`src/rtl/placar_pkg.sv`:
```
// Shared scoreboard definitions: FSM state encoding and datapath widths.
package placar_pkg;

    localparam int CRONO_W  = 5;
    localparam int PLACAR_W = 7;

    typedef enum logic [1:0] {
        PRONTO   = 2'd0,
        CORRENDO = 2'd1,
        PAUSADO  = 2'd2,
        ESGOTADO = 2'd3
    } estado_t;

endpackage

```
`src/rtl/divisor_tick.sv`:
```
// Free-running modulo-N counter with a one-cycle tick on its last count.
module divisor_tick #(
    parameter int N = 2
) (
    input  logic clock,
    input  logic reset,
    output logic tick
);

    localparam int W = (N > 1) ? $clog2(N) : 1;
    localparam logic [W-1:0] LAST = W'(N - 1);

    logic [W-1:0] cnt;

    always_ff @(posedge clock or posedge reset) begin
        if (reset) begin
            cnt <= '0;
        end else if (cnt == LAST) begin
            cnt <= '0;
        end else begin
            cnt <= cnt + 1'b1;
        end
    end

    assign tick = (cnt == LAST);

endmodule

```
`src/rtl/cronometro_posse_ctrl.sv`:
```
// Shot-clock countdown FSM plus the 60 Hz and 2 s select clocks
// that drive the scoreboard display multiplexer.
module cronometro_posse_ctrl
    import placar_pkg::*;
#(
    parameter int CLK_HZ        = 50_000_000,
    parameter int TEMPO_INICIAL = 24
) (
    input  logic               clock,
    input  logic               reset,
    input  logic               iniciar,
    input  logic               pausar,
    input  logic               reiniciar,
    output logic [CRONO_W-1:0] cronometro,
    output logic               clock60hz,
    output logic               clock2segs,
    output logic               esgotado,
    output logic               estouro
);

    if (TEMPO_INICIAL < 1 || TEMPO_INICIAL > 31) begin : g_tempo_invalido
        $error("TEMPO_INICIAL out of range 1..31");
    end

    if (CLK_HZ < 120) begin : g_clk_invalido
        $error("CLK_HZ must be at least 120");
    end

    localparam int SEG_W = $clog2(CLK_HZ);
    localparam logic [SEG_W-1:0]   SEG_LAST = SEG_W'(CLK_HZ - 1);
    localparam logic [CRONO_W-1:0] RELOAD   = CRONO_W'(TEMPO_INICIAL);

    estado_t          estado;
    logic [SEG_W-1:0] seg_cnt;
    logic [2:0]       btn_q;
    logic             rise_i;
    logic             rise_p;
    logic             rise_r;
    logic             tick60;
    logic             tick1s;
    logic             fase2s;

    divisor_tick #(.N(CLK_HZ / 120)) u_div60 (
        .clock (clock),
        .reset (reset),
        .tick  (tick60)
    );

    divisor_tick #(.N(CLK_HZ)) u_div1s (
        .clock (clock),
        .reset (reset),
        .tick  (tick1s)
    );

    always_ff @(posedge clock or posedge reset) begin
        if (reset) begin
            btn_q <= '0;
        end else begin
            btn_q <= {reiniciar, pausar, iniciar};
        end
    end

    assign rise_i = iniciar   & ~btn_q[0];
    assign rise_p = pausar    & ~btn_q[1];
    assign rise_r = reiniciar & ~btn_q[2];

    always_ff @(posedge clock or posedge reset) begin
        if (reset) begin
            clock60hz <= 1'b0;
        end else if (tick60) begin
            clock60hz <= ~clock60hz;
        end
    end

    // Output flips on every second 1 s tick, giving a 4 s period.
    always_ff @(posedge clock or posedge reset) begin
        if (reset) begin
            fase2s     <= 1'b0;
            clock2segs <= 1'b0;
        end else if (tick1s) begin
            fase2s <= ~fase2s;
            if (fase2s) begin
                clock2segs <= ~clock2segs;
            end
        end
    end

    always_ff @(posedge clock or posedge reset) begin
        if (reset) begin
            estado     <= PRONTO;
            cronometro <= RELOAD;
            seg_cnt    <= '0;
            esgotado   <= 1'b0;
            estouro    <= 1'b0;
        end else begin
            estouro <= 1'b0;
            if (rise_r) begin
                estado     <= PRONTO;
                cronometro <= RELOAD;
                seg_cnt    <= '0;
                esgotado   <= 1'b0;
            end else begin
                unique case (estado)
                    PRONTO: begin
                        if (!rise_p && rise_i) begin
                            estado <= CORRENDO;
                        end
                    end
                    // A pause request holds the prescaler and skips the tick.
                    CORRENDO: begin
                        if (rise_p) begin
                            estado <= PAUSADO;
                        end else if (seg_cnt == SEG_LAST) begin
                            seg_cnt <= '0;
                            if (cronometro <= CRONO_W'(1)) begin
                                cronometro <= '0;
                                estouro    <= 1'b1;
                                esgotado   <= 1'b1;
                                estado     <= ESGOTADO;
                            end else begin
                                cronometro <= cronometro - 1'b1;
                            end
                        end else begin
                            seg_cnt <= seg_cnt + 1'b1;
                        end
                    end
                    PAUSADO: begin
                        if (!rise_p && rise_i) begin
                            estado <= CORRENDO;
                        end
                    end
                    ESGOTADO: begin
                        cronometro <= '0;
                        esgotado   <= 1'b1;
                    end
                endcase
            end
        end
    end

endmodule
```
`config.mk`:
```
export PLATFORM = sky130hd
export DESIGN_NAME = cronometro_posse_ctrl
export DESIGN_NICKNAME = d
export VERILOG_FILES = /design/src/rtl/placar_pkg.sv /design/src/rtl/divisor_tick.sv /design/src/rtl/cronometro_posse_ctrl.sv
export SDC_FILE = /design/constraint.sdc
export NUM_CORES = 1
export LEC_CHECK = 0
export ABC_CLOCK_PERIOD_IN_PS = 3400
export CELL_PAD_IN_SITES_DETAIL_PLACEMENT = 1
export CELL_PAD_IN_SITES_GLOBAL_PLACEMENT = 1
export CORE_MARGIN = 2
export CORE_UTILIZATION = 50
export CTS_CLUSTER_SIZE = 28
export DETAILED_ROUTE_END_ITERATION = 12
export DONT_BUFFER_PORTS = 1
export PLACE_DENSITY_LB_ADDON = 0.1
export SYNTH_ARGS = -nofsm -noshare
export SYNTH_HDL_FRONTEND = slang
export SYNTH_SLANG_ARGS = --single-unit
```
`constraint.sdc`:
```
create_clock -name clock -period 3.4 [get_ports clock]
set_input_delay 0.68 -clock clock [delete_from_list [all_inputs] [get_ports clock]]
set_output_delay 0.68 -clock clock [all_outputs]
set_load 0.005 [all_outputs]
```
Yosys cells after proc, flatten, opt, wreduce, memory -nomap -nowiden
Index checks and enable logic that the tools add are counted.
{"block": "totals", "ff_bits": 86, "latchBits": 0, "ramBits": 0, "mem_bits_ro": 0, "input_bits": 5, "output_inout_bits": 9, "elab_cells": 77, "mem_count": 0}
{"block": "classes", "addsub": 4, "mul": 0, "div_mod_pow": 0, "magnitude_cmp": 1, "n_eq_ne": 13, "n_shift": 0, "mux": 27, "n_bitwise": 9, "reduce_logical": 12}
{"cell": "26-bit two-way mux", "n": 5}
{"cell": "26-bit by 1-bit adder with 26-bit output, second input constant", "n": 2}
{"cell": "26-bit equality test, second input constant", "n": 2}
{"cell": "5-bit two-way mux", "n": 4}
{"cell": "19-bit by 1-bit adder with 19-bit output, second input constant", "n": 1}
{"cell": "19-bit equality test, second input constant", "n": 1}
{"cell": "19-bit two-way mux", "n": 1}
{"cell": "2-bit two-way mux", "n": 5}
{"cell": "5-bit one-hot mux with 2 select lines", "n": 1}
{"cell": "1-bit two-way mux", "n": 9}
{"cell": "3-bit inequality test, second input constant", "n": 3}
{"cell": "4-bit inequality test, second input constant", "n": 2}
{"cell": "4-bit AND reduction", "n": 2}
{"cell": "1-bit inverter", "n": 6}
{"cell": "3-bit nonzero test", "n": 2}
{"cell": "5-bit by 1-bit <= comparator with 1-bit output, second input constant", "n": 1}
{"cell": "5-bit by 1-bit subtractor with 5-bit output, second input constant", "n": 1}
{"cell": "2-bit equality test, second input constant", "n": 2}
{"cell": "2-bit one-hot mux with 2 select lines", "n": 1}
{"cell": "2-bit AND reduction", "n": 2}
{"cell": "1-bit bitwise AND", "n": 3}
{"cell": "3-bit by 1-bit inequality test with 1-bit output, second input constant", "n": 1}
{"cell": "3-bit AND reduction", "n": 1}
{"cell": "2-bit by 1-bit equality test with 1-bit output, second input constant", "n": 1}
{"cell": "other kinds (7)", "n": 7}

Longest topological paths before layout
Gate-level depths: netlist (run 1).
{"block": "logic_depth", "word_depth": 7, "depth_mapped": 7, "mapped_depth_nobuf": 6}

Hierarchy
Synthesis (run 1) repeated with hierarchy kept, for this count alone.
{"block": "unflattened", "hier_cells": 453, "hier_area_um2": 4496.8}
{"module": "cronometro_posse_ctrl", "n_inst": 1, "cells_each": 230, "area_per_inst_um2": 2193.4, "seq_area_each_um2": 1028.5}
{"module": "divisor_tick (u_div1s)", "n_inst": 1, "cells_each": 127, "area_per_inst_um2": 1298.7, "seq_area_each_um2": 650.6}
{"module": "divisor_tick (u_div60)", "n_inst": 1, "cells_each": 96, "area_per_inst_um2": 1004.7, "seq_area_each_um2": 475.5}

Worst setup path after synthesis (run 1)
Ideal clock, no wire load.
{"block": "synth_path", "path_type": "reg2reg", "startpoint": "register seg_cnt[18]", "endpoint": "register seg_cnt[23]", "setup_ps": 130, "arrival_time_ps": 1776, "required_ps": 3270, "setup_slack_ps": 1495, "path_stages_with_launch": 7, "n_path_buf": 1, "synth_period_minus_slack_ps": 1905, "cell_sequence": "dfrtp_1 or4_4 nor3b_4 nand3_1 o21ai_1 buf_4 a21oi_1"}
{"block": "synth_via", "elab_chain_len": 5, "elab_cells_between_ends": 6, "cone_classes": "1 x add/sub; 1 x eq/ne; 4 x mux"}
{"item": "from (decl)", "line": "cronometro_posse_ctrl.sv:34", "text": "logic [SEG_W-1:0] seg_cnt;"}
{"item": "from (signal assigned)", "line": "cronometro_posse_ctrl.sv:124", "text": "seg_cnt <= seg_cnt + 1'b1;"}
{"item": "26-bit by 1-bit adder with 26-bit output or 26-bit equality test (tied branches)", "line": "cronometro_posse_ctrl.sv:124, cronometro_posse_ctrl.sv:113"}
{"item": "26-bit two-way mux (*)", "line": "cronometro_posse_ctrl.sv:113", "text": "end else if (seg_cnt == SEG_LAST) begin"}
{"item": "26-bit two-way mux (*)", "line": "cronometro_posse_ctrl.sv:111", "text": "if (rise_p) begin"}
{"item": "26-bit two-way mux (*)", "line": "cronometro_posse_ctrl.sv:103", "text": "unique case (estado)"}
{"item": "26-bit two-way mux (*)", "line": "cronometro_posse_ctrl.sv:97", "text": "if (rise_r) begin"}
Mark *: on every way between the ends. The rest lies on a longest branch, timed or not. The select of a mux whose other input is x is not followed.
A chain may end at the register's enable or synchronous reset.

Final worst setup path (run 1)
{"block": "layout_path", "startpoint": "register u_div60.cnt[6]", "endpoint": "register u_div60.cnt[18]"}
{"block": "layout_via", "elab_chain_len": 2, "elab_cells_between_ends": 3, "cone_classes": "1 x add/sub; 1 x eq/ne; 1 x mux"}
{"item": "from (decl)", "line": "divisor_tick.sv:13", "text": "logic [W-1:0] cnt;"}
{"item": "from (signal assigned)", "line": "divisor_tick.sv:21", "text": "cnt <= cnt + 1'b1;"}
{"item": "19-bit by 1-bit adder with 19-bit output or 19-bit equality test (tied branches)", "line": "divisor_tick.sv:21, divisor_tick.sv:18"}
{"item": "19-bit two-way mux (*)", "line": "divisor_tick.sv:18", "text": "end else if (cnt == LAST) begin"}
Mark *: on every way between the ends. The rest lies on a longest branch, timed or not.

==> results by group, run 1 <==
Status
  • Status: complete, no violations

Setup path
  • Buf/Inv on CP: 1
  • CP Max Fanout: 8
  • Crit-path leading delay family: simple AND/OR/NAND/NOR gates
  • Slowest-stage cell, CP: nor4_2
  • Critical path cell sequence: or4bb_1 > nor4_2 > buf_4 > nand2b_1 > mux2i_1
  • Critical path launch point type: register
  • CP Capture Type: register
  • Data required, critical path: 3.62 ns
  • Reg-to-reg slack, setup: 1.21 ns
  • Worst Path Class, Setup: reg2reg
  • Slowest stage delay, CP: 0.62 ns
  • Critical path data arrival time: 2.41 ns

STA
  • Worst slew pin tran: 0.639 ns
  • Setup TNS: 0 ns
  • Fmax: 0.457 GHz
  • Final Hold Violating Endpoints: 0
  • Period utilisation layout: 64.4%
  • Period minus WS final: 2.19 ns
  • RSZ-0062 raised after global routing: false
  • Clk_skew: 0.00648 ns
  • Slew Limit Fails: 0
  • Relative slew slack: 57.0%
  • Finish-stage setup viols: 0

Route
  • DR WL met3: 168 µm
  • Initial DRC Count: 102
  • Vias post-DR: 3185
  • 1st-pass router iterations: 4
  • DRC: 0
  • Met1 wire length: 4250 µm
  • Routed wire length: 9110 µm
  • Top layer in use: met4
  • Via-to-Cell Ratio: 5.82
  • Antenna Nets Post-Route: 0
  • WL/cell: 16.7 µm
  • Met2 wire len: 4560 µm

Logic synthesis
  • #FFs+latches synth: 86
  • Largest family of logic cells by synthesized area: simple AND/OR/NAND/NOR gates
  • Post-synthesis cell type count: 45
  • Post-synthesis async set-or-reset flop share: 100%
  • EDFF count, synth: 0
  • Synth Cell Area: 0.00426 mm²
  • Post-synthesis simple-gate area fraction: 26.9%
  • Mapped Avg Cell Area: 9.87 µm²
  • Synth Area in Compound Gates: 6.93%
  • Seq/Total Area, Yosys: 50.5%
  • Syn nets: 443
  • XOR/XNOR Fraction of Synth Area: 11.3%
  • Fraction of synthesized area in multiplexers: 0.470%
  • Synthesis warning total: 0
  • Syn Inst Count: 432
  • Post-Synth Adder-Cell Area: 1.76%
  • Most used DFF post-synth: dfrtp_1

Worst hold path
  • Worst Hold Class: in2async

Final layout
  • Nets: 448
  • Post-Layout Cell Count: 547
  • Utilization after layout: 55.2%
  • Ant diodes: 0
  • Share of layout cells above drive strength 1: 7.69%
  • Area grow syn2layout: 6.93%

Pwr
  • Lkg Pwr: 1.95 nW
  • Max VDD drop: 0.247 mV
  • P per Cell Area: 410 mW/mm²
  • Final Power: 1.87 mW

Clocking
  • H-tree level count: 3
  • CTS tree: done
  • CTS Root Cell: clkbuf_8
  • CTS Hold Bufs: 0
  • Postcts setup bufs: 0
  • Num CTS Buffers: 9
  • Later-pin clock latency in the skew report: 0.35 ns
  • CTS sink cnt: 86
  • Clock Tree Buf Depth: 2
  • Cts repair resizes: 0
  • Clock transition at the registers of the reported paths: 0.08 ns

Global routing
  • Vias in the first global route: 3379
  • Initial antenna violation count: 0
  • First-pass GRT wire length: 15800 µm
  • Grt total ovfl: 0
  • Largest net degree at the start of global routing: 35
  • GRT Resource Usage Total: 22.0%

Die
  • DIE WIDTH: 96.3 µm
  • Num ports: 14
  • Core Box Area: 0.00826 mm²
  • Die Area: 0.00928 mm²
  • FP Rows: 33
  • Starting Density: 51.6%
  • Die height: 96.3 µm

Placement
  • Port bufs: 0
  • Gpl congestion: 0.801
  • Placed cells: 531
  • Final HPWL from detailed placement: 6320 µm

Run
  • Number of max-cap violations: 0
-- placed cells by master (no fill, tap or decap), types with 3 or more instances in the layout --
master | netlist | final
o21a_1 | 4 | 4
and4_1 | 6 | 6
o21ai_1 | 5 | 5
nand3_1 | 32 | 32
nor3_1 | 9 | 9
a21oi_1 | 17 | 17
clkbuf_8 | 0 | 10
ha_1 | 6 | 6
buf_4 | 2 | 7
clkinv_2 | 0 | 4
xor2_1 | 36 | 36
nand2b_1 | 5 | 5
inv_1 | 9 | 8
and3_1 | 9 | 9
nor2b_1 | 5 | 5
dfrtp_1 | 84 | 84
nand2_1 | 31 | 31
and2_1 | 7 | 7
nor2_1 | 55 | 55
xnor2_1 | 19 | 19
or4_1 | 3 | 3
or3_1 | 8 | 8
nand4_1 | 22 | 22
nor4_2 | 6 | 6
o21ai_0 | 15 | 15
-- report_power, final --
group | leakage, nW | internal [mW] | switching (mW)
Sequential | 1.15 | 1.05 | 0.0408
Clock | 0.0861 | 0.283 | 0.357
Combinational | 0.707 | 0.0489 | 0.0870
-- metal layers --
| layer | vias to the layer above | track usage (%) |
|---|---|---|
| met1 | 1617 | 28.3 |
| li1 | 1527 | - |
| met5 | - | 0 |
| met3 | 11 | 3.29 |
| met2 | 30 | 37.1 |
| met4 | 0 | 8.80 |
-- kinds of logic after synthesis --
kind of cell | after synthesis
compound gates | 51
xor+xnor | 55
fa+ha+maj | 6
buf+inv | 22
flops | 86
mux | 2
simple gates | 210
-- state kept, by name (all words and copies together), names as in the netlist, 2 cells and up --
register / count
cronometro: 5
u_div1s.cnt: 26
estado: 2
seg_cnt: 26
u_div60.cnt: 19
btn_q: 3
-- synth_stat cells, types with 8 or more instances --
library cell	count	area share, %
dfrtp_1	84	49
nor2_1	55	4.8
xor2_1	36	7.4
nand3_1	32	3.8
nand2_1	31	2.7
nand4_1	22	3.2
xnor2_1	19	3.9
a21oi_1	17	2.0
o21ai_0	15	1.8
clkbuf_1	10	0.88
and3_1	9	1.3
inv_1	9	0.79
nor3_1	9	1.1
or3_1	8	1.2
-- stage by stage --
stage	setup WS [ns]	hold WS, ns	area, µm²
3_5_place_dp	1.24	0.464	4390
3_3_place_gp	1.29	0.455	4390
5_1_grt	1.03	0.190	4560
4_1_cts	1.19	0.156	4560
2_1_floorplan	0.501	0.441	4260
6_report	1.21	0.161	4560
-- final timing paths --
path,from,end,cells past startpoint
min in group clock,pausar,btn_q[1],0
setup / recovery,u_div60.cnt[6],u_div60.cnt[18],5
setup reg to reg,u_div60.cnt[6],u_div60.cnt[18],5
hold reg to reg,u_div1s.cnt[6],u_div1s.cnt[6],1
hold / removal,reset,u_div1s.cnt[20],1
max in group asynchronous,reset,cronometro[4],2
-- layout make-up --
type / count / area, µm²
Fill cell: 920 / 3700
Timing Repair Buffer: 7 / 52.6
Multi-Input combinational cell: 324 / 2020
Clock buffer: 12 / 145
Tap cell: 105 / 131
Inverter: 9 / 35.0
Sequential cell: 86 / 2150
Clock inverter: 4 / 22.5
No activity file was read; power rests on OpenSTA's default activity.
==> run 2, diff against run 1 <==
--- a/config.mk
+++ b/config.mk
@@ -5,7 +5,7 @@
 export SDC_FILE = /design/constraint.sdc
 export NUM_CORES = 1
 export LEC_CHECK = 0
-export ABC_CLOCK_PERIOD_IN_PS = 3400
+export ABC_CLOCK_PERIOD_IN_PS = 2200
 export CELL_PAD_IN_SITES_DETAIL_PLACEMENT = 1
 export CELL_PAD_IN_SITES_GLOBAL_PLACEMENT = 1
 export CORE_MARGIN = 2
==> constraint.sdc (replaced) <==
create_clock -name clock -period 2.2 [get_ports clock]
set_input_delay 0.44 -clock clock [delete_from_list [all_inputs] [get_ports clock]]
set_output_delay 0.44 -clock clock [all_outputs]
set_load 0.005 [all_outputs]
==> run 2 against run 1 <==
Critical path depth is the same. Hold slack lost 0.067 ns. Routed wire length grew 5.4%. Global-route usage grew 1.0 points. Largest cell class unchanged. Largest power group unchanged. Highest routed layer unchanged.
==> results by group, run 2 (same netlist as run 1, synthesis figures left out) <==
Pwr
  • Lkg Pwr: 2.04 nW
  • P per Cell Area: 690 mW/mm²
  • Comb power frac: 7.0%
  • Net Sw Frac: 23.9%
  • Clock share of power: 41.7%
  • Flop pwr share: 51.3%
  • Max VDD drop: 0.440 mV
  • P_sw: 0.787 mW
  • P_int: 2.50 mW

Global routing
  • First-pass GRT wire length: 16300 µm
  • Initial antenna violation count: 0
  • Grt total ovfl: 0
  • GRT Resource Usage Total: 23.0%
  • Largest net degree at the start of global routing: 51
  • Vias in the first global route: 3460

Setup path
  • Crit-path leading delay family: simple AND/OR/NAND/NOR gates
  • Critical path depth in cells: 5
  • Worst Path Class, Setup: reg2reg
  • CP Max Fanout: 7
  • FF-to-FF path depth: 5
  • Slowest-stage cell, CP: or4_4
  • Critical path origin: seg_cnt[18]
  • Data required, critical path: 2.49 ns
  • Buf/Inv on CP: 0
  • FF-to-FF Start: seg_cnt[18]
  • Slowest stage delay, CP: 0.56 ns
  • Critical path data arrival time: 2.35 ns
  • Critical path launch point type: register
  • Critical path cell sequence: or4_4 > nor3b_4 > nand4_4 > or4_1 > o21ai_1
  • CP Capture Type: register

Route
  • WL/cell: 17.2 µm
  • Initial DRC Count: 73
  • Routed wire length: 9610 µm
  • Via-to-Cell Ratio: 5.78
  • DRC: 0
  • 1st-pass router iterations: 6
  • Antenna Nets Post-Route: 0
  • Vias post-DR: 3217

Clocking
  • Clock Tree Buf Depth: 2
  • CTS sink cnt: 86
  • Postcts setup bufs: 0
  • Num CTS Buffers: 9
  • Clock transition at the registers of the reported paths: 0.09 ns
  • Later-pin clock latency in the skew report: 0.36 ns
  • CTS Root Cell: clkbuf_8
  • CTS tree: done
  • H-tree level count: 3

Die
  • Starting Density: 51.6%
  • FP Rows: 33
  • Die Area: 0.00928 mm²
  • DIE WIDTH: 96.3 µm
  • Core Box Area: 0.00826 mm²
  • Num ports: 14
  • Die height: 96.3 µm

Final layout
  • Most frequent cells in the layout: 84 x dfrtp_1, 55 x nor2_1, 36 x xor2_1, 32 x nand3_1, 31 x nand2_1
  • Post-Layout Cell Count: 557
  • Ant diodes: 0
  • Share of layout cells above drive strength 1: 9.73%
  • Commonest non-fill, non-tap cell in the layout: dfrtp_1
  • Largest regs: seg_cnt x26, u_div1s.cnt x26, u_div60.cnt x19
  • Area grow syn2layout: 11.8%
  • Fillers: 927
  • Nets: 458

Worst hold path
  • Hold Crit Start: iniciar
  • Worst Hold Class: in2reg
  • Hold depth: 0

STA
  • Slew Limit Fails: 0
  • RSZ-0062 raised after global routing: false
  • Period utilisation layout: 93.7%
  • Period minus WS final: 2.06 ns
  • Final Hold Violating Endpoints: 0
  • Relative slew slack: 66.2%
  • Fmax: 0.485 GHz
  • Finish-stage setup viols: 0
  • Clk_skew: 0.0100 ns
  • Setup TNS: 0 ns
  • Worst Setup Slack, final: 0.139 ns
  • Worst slew pin tran: 0.503 ns
  • Hold_ws: 0.0940 ns

Placement
  • Worst Setup Slack post-DPL: 0.133 ns
  • Port bufs: 0
  • Placed cells: 540
  • Gpl congestion: 0.777
  • Final HPWL from detailed placement: 6760 µm

Run
  • Number of max-cap violations: 0

Status
  • Status: complete, no violations
## run 2: changes by cell type in the layout (fill, tap and decap cells not counted), sizes merged
cell         before  now
buf               7   16
bufinv            0    3
clkbuf           12   11
clkinv            4    1
clkinvlp          1    2
dlygate4sd3       0    1
## run 2: power groups by stage
| stage | Clock [mW] | Sequential (mW) | Combinational [mW] |
|---|---|---|---|
| floorplan | 0 | 1.70 | 0.168 |
| global placement | 0 | 1.72 | 0.217 |
| detailed placement | 0 | 1.72 | 0.229 |
| CTS | 1.39 | 1.69 | 0.233 |
| global route | 1.45 | 1.70 | 0.262 |
| finish | 1.37 | 1.69 | 0.229 |
## run 2: worst paths after layout
| path | to | slack [ns] |
|---|---|---|
| max | cronometro[1] | 0.14 |
| min | btn_q[0] | 0.09 |
| max reg2reg | cronometro[1] | 0.14 |
| min reg2reg | u_div1s.cnt[6] | 0.48 |
| max in group asynchronous | cronometro[3] | 1.00 |
| min in group asynchronous | u_div60.cnt[18] | 0.54 |
## run 2: what timing repair did
action,CTS,global route
hold buffers,1,0
setup endpoints to repair,0,1
endpoints found under the hold margin,12,0
gates resized for setup,0,1
## run 2: area by class of cell
cell class,instances,area [µm²],share of cell area (%)
clock buffer,11,141,2.97
clock inverter,5,106,2.23
inverter,9,37.5,0.788
multi-input combinational,324,2030,42.5
sequential,86,2150,45.2
tap,105,131,2.76
timing repair buffer,17,168,3.52
## run 2: through the flow
stage	power [mW]	util [%]	instance area (µm²)
final	3.29	57.7	4760
after global routing	3.42	57.7	4760
after CTS	3.31	57.6	4760
after detailed placement	1.95	54.5	4500
after global placement	1.94	54.5	4500
after floorplan	1.87	-	4270
## run 2: metal layers
layer	up-vias	wire length [µm]	GRT usage, %
met4	0	161	8.69
met1	1614	4170	27.4
met5	-	0	0
met2	43	5050	41.4
met3	16	224	3.76
li1	1544	-	-
## run 2: worst register-to-register path: cells and delay by family, from the launching register on
kind / cells / cell delay, ns
compound gates: 1 / 0.11
simple gates: 4 / 1.44
flops: 1 / 0.43
==> run 3, diff against run 2 <==
==> constraint.sdc (replaced) <==
create_clock -name clock -period 2.2 [get_ports clock]
set_input_delay 0.44 -clock clock [delete_from_list [all_inputs] [get_ports clock]]
set_output_delay 0.44 -clock clock [all_outputs]
set_load 0.01 [all_outputs]
==> run 3 against run 2 <==
Critical path depth unchanged. Global-route usage increased by 0.067 points. Combinational power about the same. Setup slack improved by 0.0048 ns. Count of clock-buffer cells in the layout unchanged. Hold slack improved by 0.0074 ns. Via count increased by 1.1%. Clock skew increased by 0.0015 ns. Critical endpoint unchanged. Largest cell class unchanged. Highest routed layer unchanged.
==> results by group, run 3 (same netlist as run 1, synthesis figures left out) <==
Route
  • 1st-pass router iterations: 6
  • WL/cell: 17.1 µm
  • Vias post-DR: 3251
  • Initial DRC Count: 77
  • Routed wire length: 9510 µm
  • Antenna Nets Post-Route: 0
  • DRC: 0
  • Via-to-Cell Ratio: 5.84

Global routing
  • Global route hottest layer: met2
  • GR Util met2: 40.6%
  • Initial antenna violation count: 0
  • GRT Resource Usage Total: 23.0%
  • Met3 usage: 4.39%
  • Met1 Track Usage GR: 27.8%
  • First-pass GRT wire length: 16300 µm
  • Grt total ovfl: 0
  • Vias in the first global route: 3456
  • Largest net degree at the start of global routing: 51

Clocking
  • H-tree level count: 3
  • Postcts setup bufs: 0
  • Clock Tree Buf Depth: 2
  • Clock transition at the registers of the reported paths: 0.09 ns
  • CTS Root Cell: clkbuf_8
  • Num CTS Buffers: 9
  • CTS sink cnt: 86
  • CTS tree: done
  • Later-pin clock latency in the skew report: 0.36 ns

Die
  • DIE WIDTH: 96.3 µm
  • Starting Density: 51.6%
  • FP Rows: 33
  • Die height: 96.3 µm
  • Die Area: 0.00928 mm²
  • Num ports: 14
  • Core Box Area: 0.00826 mm²

Status
  • Status: complete, no violations

Final layout
  • Area taken by multi-input logic gates: 0.00203 mm²
  • Largest regs: seg_cnt x26, u_div1s.cnt x26, u_div60.cnt x19
  • Most frequent cells in the layout: 84 x dfrtp_1, 55 x nor2_1, 36 x xor2_1, 32 x nand3_1, 31 x nand2_1
  • Utilization after layout: 57.7%
  • Sequential cell area: 0.00215 mm²
  • Area grow syn2layout: 11.8%
  • Nets: 458
  • Fillers: 929
  • Commonest non-fill, non-tap cell in the layout: dfrtp_1
  • Ant diodes: 0
  • Share of layout cells above drive strength 1: 9.73%

STA
  • Worst slew pin tran: 0.536 ns
  • Clk_skew: 0.0115 ns
  • Period utilisation layout: 93.4%
  • RSZ-0062 raised after global routing: false
  • Relative slew slack: 64.0%
  • Worst Setup Slack, final: 0.144 ns
  • Final Hold Violating Endpoints: 0
  • Slew Limit Fails: 0
  • Fmax: 0.486 GHz
  • Period minus WS final: 2.06 ns
  • Setup TNS: 0 ns
  • Finish-stage setup viols: 0

Placement
  • Final HPWL from detailed placement: 6740 µm
  • Gpl congestion: 0.777
  • Worst Setup Slack post-DPL: 0.123 ns
  • Port bufs: 0

Run
  • Number of max-cap violations: 0

Worst hold path
  • Worst Hold Class: in2reg

Pwr
  • Max VDD drop: 0.411 mV
  • P per Cell Area: 689 mW/mm²
  • Lkg Pwr: 2.04 nW

Setup path
  • Critical path data arrival time: 2.33 ns
  • Critical path launch point type: register
  • Slowest stage delay, CP: 0.54 ns
  • Critical path cell sequence: or4_4 > nor3b_4 > nand4_4 > or4_1 > o21ai_1
  • Slowest-stage cell, CP: or4_4
  • Data required, critical path: 2.48 ns
  • Worst Path Class, Setup: reg2reg
  • CP Capture Type: register
  • CP Max Fanout: 7
[run 3: cell counts in the layout (fill, tap and decap cells not counted)]
No cell type changed its count.
[run 3: final timing paths]
| check | slack, ns | cells past startpoint | from | endpoint |
|---|---|---|---|---|
| setup / recovery | 0.14 | 5 | seg_cnt[16] | cronometro[1] |
| hold / removal | 0.10 | 0 | iniciar | btn_q[0] |
| setup reg to reg | 0.14 | 5 | seg_cnt[16] | cronometro[1] |
| hold reg to reg | 0.48 | 1 | u_div1s.cnt[6] | u_div1s.cnt[6] |
| max in group asynchronous | 1.00 | 3 | reset | cronometro[3] |
| min in group asynchronous | 0.54 | 2 | reset | u_div60.cnt[18] |
[run 3: power breakdown]
part	internal, mW	total, mW	switching (mW)
registers	1.63	1.70	0.0693
clock network	0.788	1.36	0.568
logic	0.0847	0.228	0.143
total	2.50	3.28	0.780
[run 3: final cells by class]
type | count | share of cell area, %
clock buffers | 11 | 2.97
clock inverters | 5 | 2.23
inverters | 9 | 0.788
multi-input cells | 324 | 42.5
flip-flops and latches | 86 | 45.2
well taps | 105 | 2.76
repair buffers | 17 | 3.52
[run 3: critical path, delay by kind of cell (launching register included)]
family             cells  cell delay, ns
AOI/OAI and AO/OA      1            0.11
and+or+nand+nor        4            1.43
DFF                    1            0.43
[run 3: per-stage QoR]
stage	cell area, µm²	instances	hold slack (ns)	total power, mW
after floorplan	4270	432	0.441	1.88
after global placement	4500	540	0.297	1.95
after detailed placement	4500	540	0.302	1.96
after CTS	4760	557	0.0818	3.32
after global routing	4760	557	0.0694	3.42
final	4760	557	0.101	3.28
[run 3: metal layers]
layer | vias to the layer above | wire, µm
met4 | 0 | 194
met3 | 16 | 205
met1 | 1649 | 4200
li1 | 1549 | -
met5 | - | 0
met2 | 37 | 4910
[run 3: repair_timing]
action                     CTS  global route
hold endpoints to repair    12             0
hold buffers                 1             0
setup endpoints to repair    0             1
gates resized for setup      0             1
